**config.mk**
```make
export PLATFORM = sky130hd
export DESIGN_NAME = cluster_mean_divider
export DESIGN_NICKNAME = d
export VERILOG_FILES = /design/src/rtl/cluster_mean_divider.sv
export SDC_FILE = /design/constraint.sdc
export NUM_CORES = 1
export LEC_CHECK = 0
export BUFFER_PORTS_ARGS = -buffer_cell sky130_fd_sc_hd__buf_2
export CORE_MARGIN = 2
export CORE_UTILIZATION = 40
export CTS_CLUSTER_SIZE = 40
export DETAILED_ROUTE_END_ITERATION = 16
export PLACE_DENSITY = 0.61
export SYNTH_ARGS = -nofsm -noshare
export SYNTH_HDL_FRONTEND = slang
export SYNTH_SLANG_ARGS = --single-unit
```
**constraint.sdc**
```tcl
create_clock -name clk -period 2.9 [get_ports clk]
set_input_delay 0.145 -clock clk [delete_from_list [all_inputs] [get_ports clk]]
set_output_delay 0.145 -clock clk [all_outputs]
set_load 0.02 [all_outputs]
```
**src/rtl/cluster_mean_divider.sv**
```systemverilog
`default_nettype none
// +------------------------------------------------------------------------+
// | cluster_mean_divider: iterative restoring divider (sum / count) with    |
// | valid/ready on both sides, optional round-half-up. Rev 1.0              |
// +------------------------------------------------------------------------+
module cluster_mean_divider #(
    parameter int DIVIDEND_W = 20,
    parameter int DIVISOR_W  = 12,
    parameter int ROUND      = 0
) (
    input  logic                  clk,
    input  logic                  sclr,
    input  logic                  en,
    input  logic                  in_valid,
    output logic                  in_ready,
    input  logic [DIVIDEND_W-1:0] dividend,
    input  logic [DIVISOR_W-1:0]  divisor,
    output logic                  out_valid,
    input  logic                  out_ready,
    output logic [DIVIDEND_W-1:0] quotient,
    output logic [DIVISOR_W-1:0]  remainder,
    output logic                  div_by_zero
);

    localparam int                c_CNT_W = $clog2(DIVIDEND_W);
    localparam logic [c_CNT_W-1:0] c_LAST = c_CNT_W'(DIVIDEND_W - 1);
    localparam logic              c_ROUND = (ROUND != 0);

    localparam logic [1:0] c_IDLE = 2'd0;
    localparam logic [1:0] c_CALC = 2'd1;
    localparam logic [1:0] c_FIN  = 2'd2;
    localparam logic [1:0] c_DONE = 2'd3;

    logic [1:0]            r_state;
    logic [c_CNT_W-1:0]    r_cnt;
    logic [DIVIDEND_W-1:0] r_dvd;      // dividend shifts out MSB-first, quotient shifts in LSB
    logic [DIVISOR_W-1:0]  r_dvs;
    logic [DIVISOR_W:0]    r_prem;
    logic                  r_out_valid;
    logic [DIVIDEND_W-1:0] r_quo;
    logic [DIVISOR_W-1:0]  r_rem;
    logic                  r_dz;

    logic [DIVISOR_W+1:0]  w_shift;
    logic                  w_ge;
    logic [DIVISOR_W:0]    w_sub;
    logic                  w_round;
    logic [DIVIDEND_W-1:0] w_inc;

    // Partial remainder stays below the divisor, so the difference fits in DIVISOR_W+1 bits.
    assign w_shift = {r_prem, r_dvd[DIVIDEND_W-1]};
    assign w_ge    = (w_shift >= {2'b00, r_dvs});
    assign w_sub   = w_shift[DIVISOR_W:0] - {1'b0, r_dvs};
    assign w_round = c_ROUND && ({r_prem, 1'b0} >= {2'b00, r_dvs});
    assign w_inc   = {{(DIVIDEND_W-1){1'b0}}, w_round};

    assign in_ready    = en && (r_state == c_IDLE);
    assign out_valid   = r_out_valid;
    assign quotient    = r_quo;
    assign remainder   = r_rem;
    assign div_by_zero = r_dz;

    always_ff @(posedge clk) begin
        if (sclr) begin
            r_state     <= c_IDLE;
            r_cnt       <= '0;
            r_dvd       <= '0;
            r_dvs       <= '0;
            r_prem      <= '0;
            r_out_valid <= 1'b0;
            r_quo       <= '0;
            r_rem       <= '0;
            r_dz        <= 1'b0;
        end else if (en) begin
            case (r_state)
                c_IDLE: begin
                    if (in_valid) begin
                        r_dvd  <= dividend;
                        r_dvs  <= divisor;
                        r_prem <= '0;
                        r_cnt  <= '0;
                        if (divisor == '0) begin
                            r_quo       <= '1;
                            r_rem       <= '0;
                            r_dz        <= 1'b1;
                            r_out_valid <= 1'b1;
                            r_state     <= c_DONE;
                        end else begin
                            r_state <= c_CALC;
                        end
                    end
                end
                c_CALC: begin
                    r_prem <= w_ge ? w_sub : w_shift[DIVISOR_W:0];
                    r_dvd  <= {r_dvd[DIVIDEND_W-2:0], w_ge};
                    if (r_cnt == c_LAST) begin
                        r_cnt   <= '0;
                        r_state <= c_FIN;
                    end else begin
                        r_cnt <= r_cnt + 1'b1;
                    end
                end
                c_FIN: begin
                    // A nonzero remainder implies quotient < max, so the increment cannot wrap.
                    r_quo       <= r_dvd + w_inc;
                    r_rem       <= r_prem[DIVISOR_W-1:0];
                    r_dz        <= 1'b0;
                    r_out_valid <= 1'b1;
                    r_state     <= c_DONE;
                end
                c_DONE: begin
                    if (out_ready) begin
                        r_out_valid <= 1'b0;
                        r_state     <= c_IDLE;
                    end
                end
                default: r_state <= c_IDLE;
            endcase
        end
    end

endmodule
`default_nettype wire

```
Word-level counts from Yosys, hierarchy flattened:

Cells that the tools add are included.

* register bits after elaboration: 86
* output and inout bits: 35
* logic and storage cells: 55

* add/subtract/negate cells: 2
* magnitude comparators: 1
* eq/ne operators: 8
* mux-type cells: 24
* reduce and logical (&&, ||, !) cells: 11

Operator list (count)
* $pmux 20 s2: 2
* $mux 20: 3
* $mux 13: 2
* $pmux 13 s2: 1
* $mux 12: 2
* $pmux 12 s2: 1
* $ge 14x12->1: 1
* $sub 13x12->13: 1
* $logic_not 12->1: 1
* $mux 5: 2
* $pmux 5 s2: 1
* $mux 2: 4
* $pmux 2 s4: 1
* $reduce_and 4->1: 2
* $ne 2x2->1 const B: 3
* $reduce_and 3->1: 2
* $add 5x1->5 const B: 1
* $eq 5x5->1 const B: 1
* $reduce_and 5->1: 1
* $eq 2x2->1 const B: 2
* $reduce_bool 2->1: 2
* $mux 1: 3
* $pmux 1 s3: 1
* $reduce_bool 3->1: 1
* 5 further kinds: 5

Longest topological paths before layout:

Gate-level depths: netlist (run 1).

* depth after elaboration: 4
* mapped depth: 11
* gate-level depth less buffers: 10

Least setup slack after synthesis (run 1):

Ideal clock, no wire load.

* kind: register -> register
* start point: register r_dvd[19]
* end point: register r_prem[4]
* library setup time: 0.126 ns
* arrival: 2.206 ns
* required time: 2.774 ns
* slack: 0.568 ns
* stages on the path, launching flop included: 12
* clock period less this slack: 2.332 ns
* path through: dfxtp_1 > inv_1 > ha_1 > inv_1 > fa_1 > a21o_1 > a221oi_4 > o31ai_4 > a21oi_4 > buf_6 > mux2i_1 > o21ai_1

* longest elaborated chain between the ends: 3
* elaborated cells between the ends (all ways): 4

RTL lines
* start, declared: line 36 `logic [DIVIDEND_W-1:0] r_dvd;`
* start signal, assigned: line 78 `r_dvd <= dividend;`
* start signal, assigned: line 95 `r_dvd <= {r_dvd[DIVIDEND_W-2:0], w_ge};`
* $sub 13x12->13 or $ge 14x12->1 (tied branches): line 53, 52
* $mux 13 *: line 94 `r_prem <= w_ge ? w_sub : w_shift[DIVISOR_W:0];`
* $pmux 13 s2 *: line 75 `case (r_state)`
* end signal, assigned: line 94
* end, declared: line 38 `logic [DIVISOR_W:0] r_prem;`

Every way passes the cells marked *; elsewhere a longest branch is shown, timed or not.
A chain may end at the register's enable or synchronous reset.

Final worst setup path (run 1):

* start point: register r_dvd[19]
* end point: register r_prem[1]

Same word-level chain as after synthesis.

==> results of run 1 <==
state kept, by name (all words and copies together), names as in the netlist:
name	count
div_by_zero	1
r_dvd	20
out_valid	1
r_cnt	5
r_state	2
r_prem	13
r_dvs	12
quotient	20
remainder	12
layer usage:
| metal | track usage (%) | vias to the layer above | wire length (µm) |
|---|---|---|---|
| li1 | - | 1929 | - |
| met1 | 26.65 | 1754 | 5006 |
| met2 | 28.44 | 75 | 4611 |
| met3 | 2.240 | 16 | 506 |
| met4 | 8.333 | 0 | 195 |
| met5 | 0 | - | 0 |
through the flow:
stage                     power [mW]  utilization [%]
after floorplan                1.928                -
after global placement         2.062            45.35
after detailed placement       2.074            45.35
after CTS                      2.920            47.24
after global routing           3.057            47.24
final                          2.894            47.24
path summary, 6_finish.rpt:
| kind | to |
|---|---|
| max | r_prem[1]$_SDFFE_PP0P_ |
| min reg2reg | r_dvs[4]$_SDFFE_PP0P_ |
| min | r_dvs[11]$_SDFFE_PP0P_ |
| max reg2reg | r_prem[1]$_SDFFE_PP0P_ |
Yosys cell counts, types with 4 or more instances:
cell,number,area share (%)
sky130_fd_sc_hd__a21oi_1,37,4.3
sky130_fd_sc_hd__nand2b_1,4,0.58
sky130_fd_sc_hd__ha_1,17,5.0
sky130_fd_sc_hd__mux2i_1,25,5.8
sky130_fd_sc_hd__dfxtp_1,86,40
sky130_fd_sc_hd__clkbuf_1,19,1.7
sky130_fd_sc_hd__o21ai_0,15,1.8
sky130_fd_sc_hd__inv_1,22,1.9
sky130_fd_sc_hd__a211oi_1,24,4.2
sky130_fd_sc_hd__buf_1,5,0.44
sky130_fd_sc_hd__nor2_1,49,4.3
sky130_fd_sc_hd__or3_1,5,0.73
sky130_fd_sc_hd__nand2_1,59,5.2
sky130_fd_sc_hd__buf_6,4,1.1
sky130_fd_sc_hd__nand3_1,19,2.2
sky130_fd_sc_hd__xnor2_1,7,1.4
sky130_fd_sc_hd__nor3_1,44,5.1
sky130_fd_sc_hd__a21o_1,4,0.70
sky130_fd_sc_hd__o21ai_1,5,0.58
sky130_fd_sc_hd__buf_2,4,0.47
worst max-delay path: cells and delay by family (launching register included):
kind | cells | cell delay (ns)
adders and majority gates | 2 | 0.56
DFF | 1 | 0.33
muxes | 1 | 0.24
buffers and inverters | 2 | 0.12
AOI/OAI and AO/OA | 5 | 1.26
cell type report:
cell class / instances / share of cell area, %
tap: 136 / 3.474
sequential: 86 / 35.15
clock buffer: 9 / 2.529
timing repair buffer: 79 / 8.480
inverter: 23 / 1.762
clock inverter: 6 / 1.456
multi-input combinational: 370 / 47.15
cells by family after synthesis:
logic type	Yosys count	synth area share (%)
AOI/OAI and AO/OA	114	18.59
xor gates and xnor gates	7	1.430
adders and majority gates	18	5.427
buffers and inverters	57	5.982
DFF	86	40.15
muxes	25	5.836
and+or+nand+nor	206	22.59
power by group:
part | internal [mW] | total, mW | leakage, nW | switching, mW
combinational | 0.324 | 0.761 | 1.20 | 0.437
sequential | 1.24 | 1.29 | 0.698 | 0.0462
clock | 0.402 | 0.845 | 0.0976 | 0.443
==> reports/metrics.json, run 1 <==
{
  "die": {
    "initial_standard_cell_utilization_of_the_core_pct": 41.35,
    "floorplan.die.height_um": 107.5,
    "floorplan_die_area_um2": 11560,
    "floorplan.core_area_um2": 10370,
    "die_x_um": 107.5,
    "floorplan.rows": 37,
    "ioPinCount": 72
  },
  "sta": {
    "timing.final.crit_period_ns": 2.642,
    "final_hold_viol_count": 0,
    "rsz0062_at_grt": "false",
    "timing.slew.headroom_pct": 35.60,
    "hold_ws_ns": 0.02996,
    "clock_skew_ns": 0.008436,
    "setup_viol": 0,
    "finalCritPeriodShare_pct": 91.09,
    "finalWorstSetupSlack_ns": 0.2584,
    "max_slew.worst_pin.slew_ns": 0.9624,
    "max_clock_freq_ghz": 0.3786,
    "fin_setup_tns_ns": 0,
    "max_slew_violation_count": 0
  },
  "cts": {
    "cts.sinks": 86,
    "cts_tree": "built",
    "cell_at_the_root_of_the_clock_tree": "sky130_fd_sc_hd__clkbuf_8",
    "post-cts-setup-buffer-count": 0,
    "cts.clk_slew.worst_paths_ns": 0.09,
    "max-clock-path-buffers": 2,
    "tritoncts.num_buffers": 9,
    "clkLatencyLatePin_ns": 0.36,
    "ctsResizeCount": 0,
    "cts_hold_repair.buffers": 0,
    "h_tree_depth_reported_by_cts": 3
  },
  "logic_synthesis": {
    "sequential_fraction_of_the_synthesis_area_pct": 40.15,
    "async_reset_ff_share_pct": 0,
    "ys.flop_type": "sky130_fd_sc_hd__dfxtp_1",
    "syn-cell-area_um2": 4288,
    "synthesis.instances": 513,
    "yosys_warnings": 0,
    "yosysUniqueCellTypes": 58,
    "syn-mean-instance-area_um2": 8.358,
    "synth-edff-count": 0,
    "ys_ff_latch": 86,
    "syn_nets": 568
  },
  "worst_setup_path": {
    "worst-path-max-fanout": 15,
    "crit_arrival_ns": 2.88,
    "path_common_cell": "sky130_fd_sc_hd__inv_1",
    "timing.reg2reg.worst_path_depth": 10,
    "critical_path.reg2reg.startpoint": "r_dvd[19]$_SDFFE_PP0P_",
    "end_kind": "flop",
    "cp_cell_sequence": "inv_1 > ha_1 > inv_1 > fa_1 > a21o_1 > a221oi_4 > o31ai_4 > a21oi_4 > mux2i_1 > o21ai_0",
    "timing.critical_path.from": "r_dvd[19]$_SDFFE_PP0P_",
    "worst_ep_required_time_ns": 3.13,
    "worstSetupPathType": "flop to flop",
    "setup.reg_to_reg.worst_slack_ns": 0.26,
    "delay_of_the_slowest_critical_path_stage_ns": 0.44,
    "critical-path-slowest-cell": "sky130_fd_sc_hd__a21oi_4",
    "crit_path_start_kind": "flop"
  },
  "placement": {
    "placed_cells": 694,
    "place.port_buffers": 71,
    "pre_cts_slack_ns": 0.2738,
    "dp.final_hpwl_um": 7399,
    "globalplace.congestion": 0.8564,
    "cell_area_after_placement_um2": 4703
  },
  "finish": {
    "stdcell_area_um2": 4898,
    "fin_nets": 624,
    "final_common_cell": "sky130_fd_sc_hd__dfxtp_1",
    "finish.cell_count_without_fillers": 709,
    "drive_above_1_share_pct": 18.85,
    "n_antenna_cell": 0,
    "layout.cells.most_common_list": "86 x sky130_fd_sc_hd__dfxtp_1, 71 x sky130_fd_sc_hd__buf_2, 59 x sky130_fd_sc_hd__nand2_1",
    "flow.area_growth_from_synthesis_pct": 14.24,
    "storage_cell_area_um2": 1722,
    "final.fill_count": 1081,
    "multi_input_area_um2": 2310
  },
  "grt": {
    "grt.overflow.total": 0,
    "via_count_of_the_first_global_routing_pass": 3513,
    "initial_antenna_violation_count": 0,
    "global_route.usage.total_pct": 18.76,
    "grt_first_pass_wirelength_um": 17220,
    "pin_count_of_the_biggest_net_entering_global_routing": 58
  },
  "power_and_ir_drop": {
    "power.static_leakage_nw": 1.993,
    "power-per-cell-area_nw_per_um2": 590.9,
    "irDropWorstVdd_v": 0.0002275
  },
  "route": {
    "route.detailed.drc": 0,
    "drt_wl_total_um": 10320,
    "drt_pass1_iterations": 4,
    "avgRoutedWirePerCell_um": 14.55,
    "ant_nets": 0,
    "count_of_vias_placed_by_the_detailed_router": 3774,
    "via_per_inst": 5.323,
    "drt_iter0_markers": 198
  },
  "outcome": {
    "run_status": "completed"
  },
  "flow_run": {
    "cap_violations": 0
  },
  "hold_path": {
    "timing.hold.worst_path_depth": 3,
    "hold_path_startpoint": "divisor[11]",
    "hold_path.class": "input pin to flop"
  }
}
Power figures use the tool's default switching activity.
==> inputs of run 2 (changes only) <==
Settings changed: CORE_ASPECT_RATIO from default to 1.5.
==> run 2 against run 1 <==
Effect of this change:
- sequential power barely moved
- hold slack better by 0.027 ns
- worst setup slack got worse by 0.012 ns
- count of clock-buffer cells in the layout up 3
- wire length increased by 2.1%
- sequential share of layout area down 0.73 points
- sequential cell count unchanged
- critical endpoint is now r_prem[8]$_SDFFE_PP0P_
==> reports/metrics.json, run 2 (synthesis results as in run 1) <==
{
  "outcome": {
    "run_status": "completed"
  },
  "route": {
    "avgRoutedWirePerCell_um": 14.66,
    "highest_layer": "met4",
    "drt_wl_total_um": 10540,
    "route.detailed.drc": 0,
    "route.met3.wl_um": 429,
    "met1_length_um": 4101,
    "drt_iter0_markers": 135,
    "wl_met2_um": 5638,
    "drt_pass1_iterations": 4,
    "count_of_vias_placed_by_the_detailed_router": 3789,
    "via_per_inst": 5.270,
    "ant_nets": 0
  },
  "finish": {
    "flow.area_growth_from_synthesis_pct": 16.66,
    "fin_nets": 625,
    "drive_above_1_share_pct": 18.78,
    "stdcell_area_um2": 5002,
    "layout.cells.most_common_list": "86 x sky130_fd_sc_hd__dfxtp_1, 71 x sky130_fd_sc_hd__buf_2, 59 x sky130_fd_sc_hd__nand2_1",
    "final.fill_count": 1067,
    "final_common_cell": "sky130_fd_sc_hd__dfxtp_1",
    "finish.cell_count_without_fillers": 719,
    "n_antenna_cell": 0
  },
  "cts": {
    "clkLatencyLatePin_ns": 0.34,
    "cts_hold_repair.buffers": 0,
    "post-cts-setup-buffer-count": 0,
    "tritoncts.num_buffers": 9,
    "max-clock-path-buffers": 2,
    "cts.sinks": 86,
    "cts_tree": "built",
    "h_tree_depth_reported_by_cts": 3,
    "cts.clk_slew.worst_paths_ns": 0.06,
    "cell_at_the_root_of_the_clock_tree": "sky130_fd_sc_hd__clkbuf_16",
    "ctsResizeCount": 0
  },
  "flow_run": {
    "cap_violations": 0
  },
  "power_and_ir_drop": {
    "switchingPower_uw": 932.3,
    "power_frac_seq_pct": 41.6,
    "switching_share_pct": 30.07,
    "power_frac_comb_pct": 24.4,
    "power-per-cell-area_nw_per_um2": 619.7,
    "power.static_leakage_nw": 2.034,
    "irDropWorstVdd_v": 0.0003172,
    "design_power_total_mw": 3.100,
    "internal_power_mw": 2.168,
    "power.share.clock_pct": 34.0
  },
  "grt": {
    "grt.overflow.total": 0,
    "global_route.usage.total_pct": 19.43,
    "via_count_of_the_first_global_routing_pass": 3758,
    "initial_antenna_violation_count": 0,
    "pin_count_of_the_biggest_net_entering_global_routing": 42,
    "grt_first_pass_wirelength_um": 17620
  },
  "worst_setup_path": {
    "worst-path-max-fanout": 15,
    "crit_arrival_ns": 2.87,
    "critical_path.reg2reg.startpoint": "r_dvd[19]$_SDFFE_PP0P_",
    "crit_path_start_kind": "flop",
    "path_common_cell": "sky130_fd_sc_hd__inv_1",
    "critPathBufInv": 2,
    "timing.critical_path.depth": 10,
    "cpLargestDelayFamily": "compound AO/OA/AOI/OAI gates",
    "timing.reg2reg.worst_path_depth": 10,
    "critical-path-slowest-cell": "sky130_fd_sc_hd__a21oi_4",
    "setup.reg_to_reg.worst_slack_ns": 0.25,
    "worst_ep_required_time_ns": 3.12,
    "r2r-end": "r_prem[8]$_SDFFE_PP0P_",
    "delay_of_the_slowest_critical_path_stage_ns": 0.43,
    "end_kind": "flop",
    "cp_cell_sequence": "inv_1 > ha_1 > inv_1 > fa_1 > a21o_1 > a221oi_4 > o31ai_4 > a21oi_4 > nand2b_1 > o211ai_1",
    "worstSetupPathType": "flop to flop",
    "crit_end": "r_prem[8]$_SDFFE_PP0P_",
    "timing.critical_path.from": "r_dvd[19]$_SDFFE_PP0P_"
  },
  "sta": {
    "rsz0062_at_grt": "false",
    "timing.slew.headroom_pct": 38.09,
    "clock_skew_ns": 0.005463,
    "finalCritPeriodShare_pct": 91.52,
    "fin_setup_tns_ns": 0,
    "setup_viol": 0,
    "max_slew_violation_count": 0,
    "hold_ws_ns": 0.05723,
    "max_clock_freq_ghz": 0.3768,
    "max_slew.worst_pin.slew_ns": 0.9252,
    "final_hold_viol_count": 0,
    "timing.final.crit_period_ns": 2.654
  },
  "die": {
    "floorplan.die.height_um": 130.8,
    "die_x_um": 88.54,
    "floorplan_die_area_um2": 11580,
    "initial_standard_cell_utilization_of_the_core_pct": 40.71,
    "floorplan.rows": 46,
    "floorplan.core_area_um2": 10530,
    "ioPinCount": 72
  },
  "placement": {
    "cell_area_after_placement_um2": 4733,
    "dp.final_hpwl_um": 7541,
    "placed_cells": 703,
    "place.port_buffers": 71,
    "globalplace.congestion": 0.8961
  },
  "hold_path": {
    "hold_path.class": "input pin to flop"
  }
}
## run 2: worst min-delay path by stage
stage | startpoint | endpoint | slack [ns] | cells past startpoint
floorplan | divisor[10] | r_dvs[10]$_SDFFE_PP0P_ | 0.28 | 2
global placement | divisor[11] | r_dvs[11]$_SDFFE_PP0P_ | 0.40 | 3
detailed placement | divisor[8] | r_dvs[8]$_SDFFE_PP0P_ | 0.41 | 3
CTS | divisor[8] | r_dvs[8]$_SDFFE_PP0P_ | 0.05 | 3
global route | divisor[8] | r_dvs[8]$_SDFFE_PP0P_ | 0.07 | 3
finish | divisor[8] | r_dvs[8]$_SDFFE_PP0P_ | 0.06 | 3
## run 2: per-layer routing
| metal | global-route usage [%] | vias up |
|---|---|---|
| met5 | 0 | - |
| met4 | 9.358 | 0 |
| met3 | 4.209 | 24 |
| met1 | 20.41 | 1766 |
| li1 | - | 1928 |
| met2 | 35.91 | 71 |
## run 2: worst reg2reg max path: cells and delay by family, from the launching register on
| family | cells | cell delay (ns) |
|---|---|---|
| AO/OA/AOI/OAI | 5 | 1.28 |
| adder cells (fa/ha/maj) | 2 | 0.58 |
| flip-flops | 1 | 0.32 |
| AND/OR/NAND/NOR | 1 | 0.22 |
| buffers and inverters | 2 | 0.12 |
## run 2: area by class of cell
type                            instances  area, µm²  share of cell area, %
Inverter                               23      86.33                  1.726
Timing Repair Buffer                   80      435.4                  8.704
Sequential cell                        86       1722                  34.42
Clock buffer                           12      246.5                  4.927
Tap cell                              144      180.2                  3.602
Clock inverter                          4      22.52                 0.4502
Multi-Input combinational cell        370       2310                  46.17
## run 2: power by group through the flow
stage | Combinational (mW) | Clock [mW] | Sequential [mW]
floorplan | 0.614 | 0 | 1.31
global placement | 0.749 | 0 | 1.31
detailed placement | 0.759 | 0 | 1.31
CTS | 0.762 | 1.08 | 1.29
global route | 0.831 | 1.13 | 1.30
finish | 0.757 | 1.05 | 1.29
## run 2: stage by stage
stage          util [%]  setup WS [ns]
6_report          47.49         0.2460
3_5_place_dp      44.94         0.2624
5_1_grt           47.49         0.1005
4_1_cts           47.49         0.2361
2_1_floorplan         -         0.5677
3_3_place_gp      44.94         0.3628
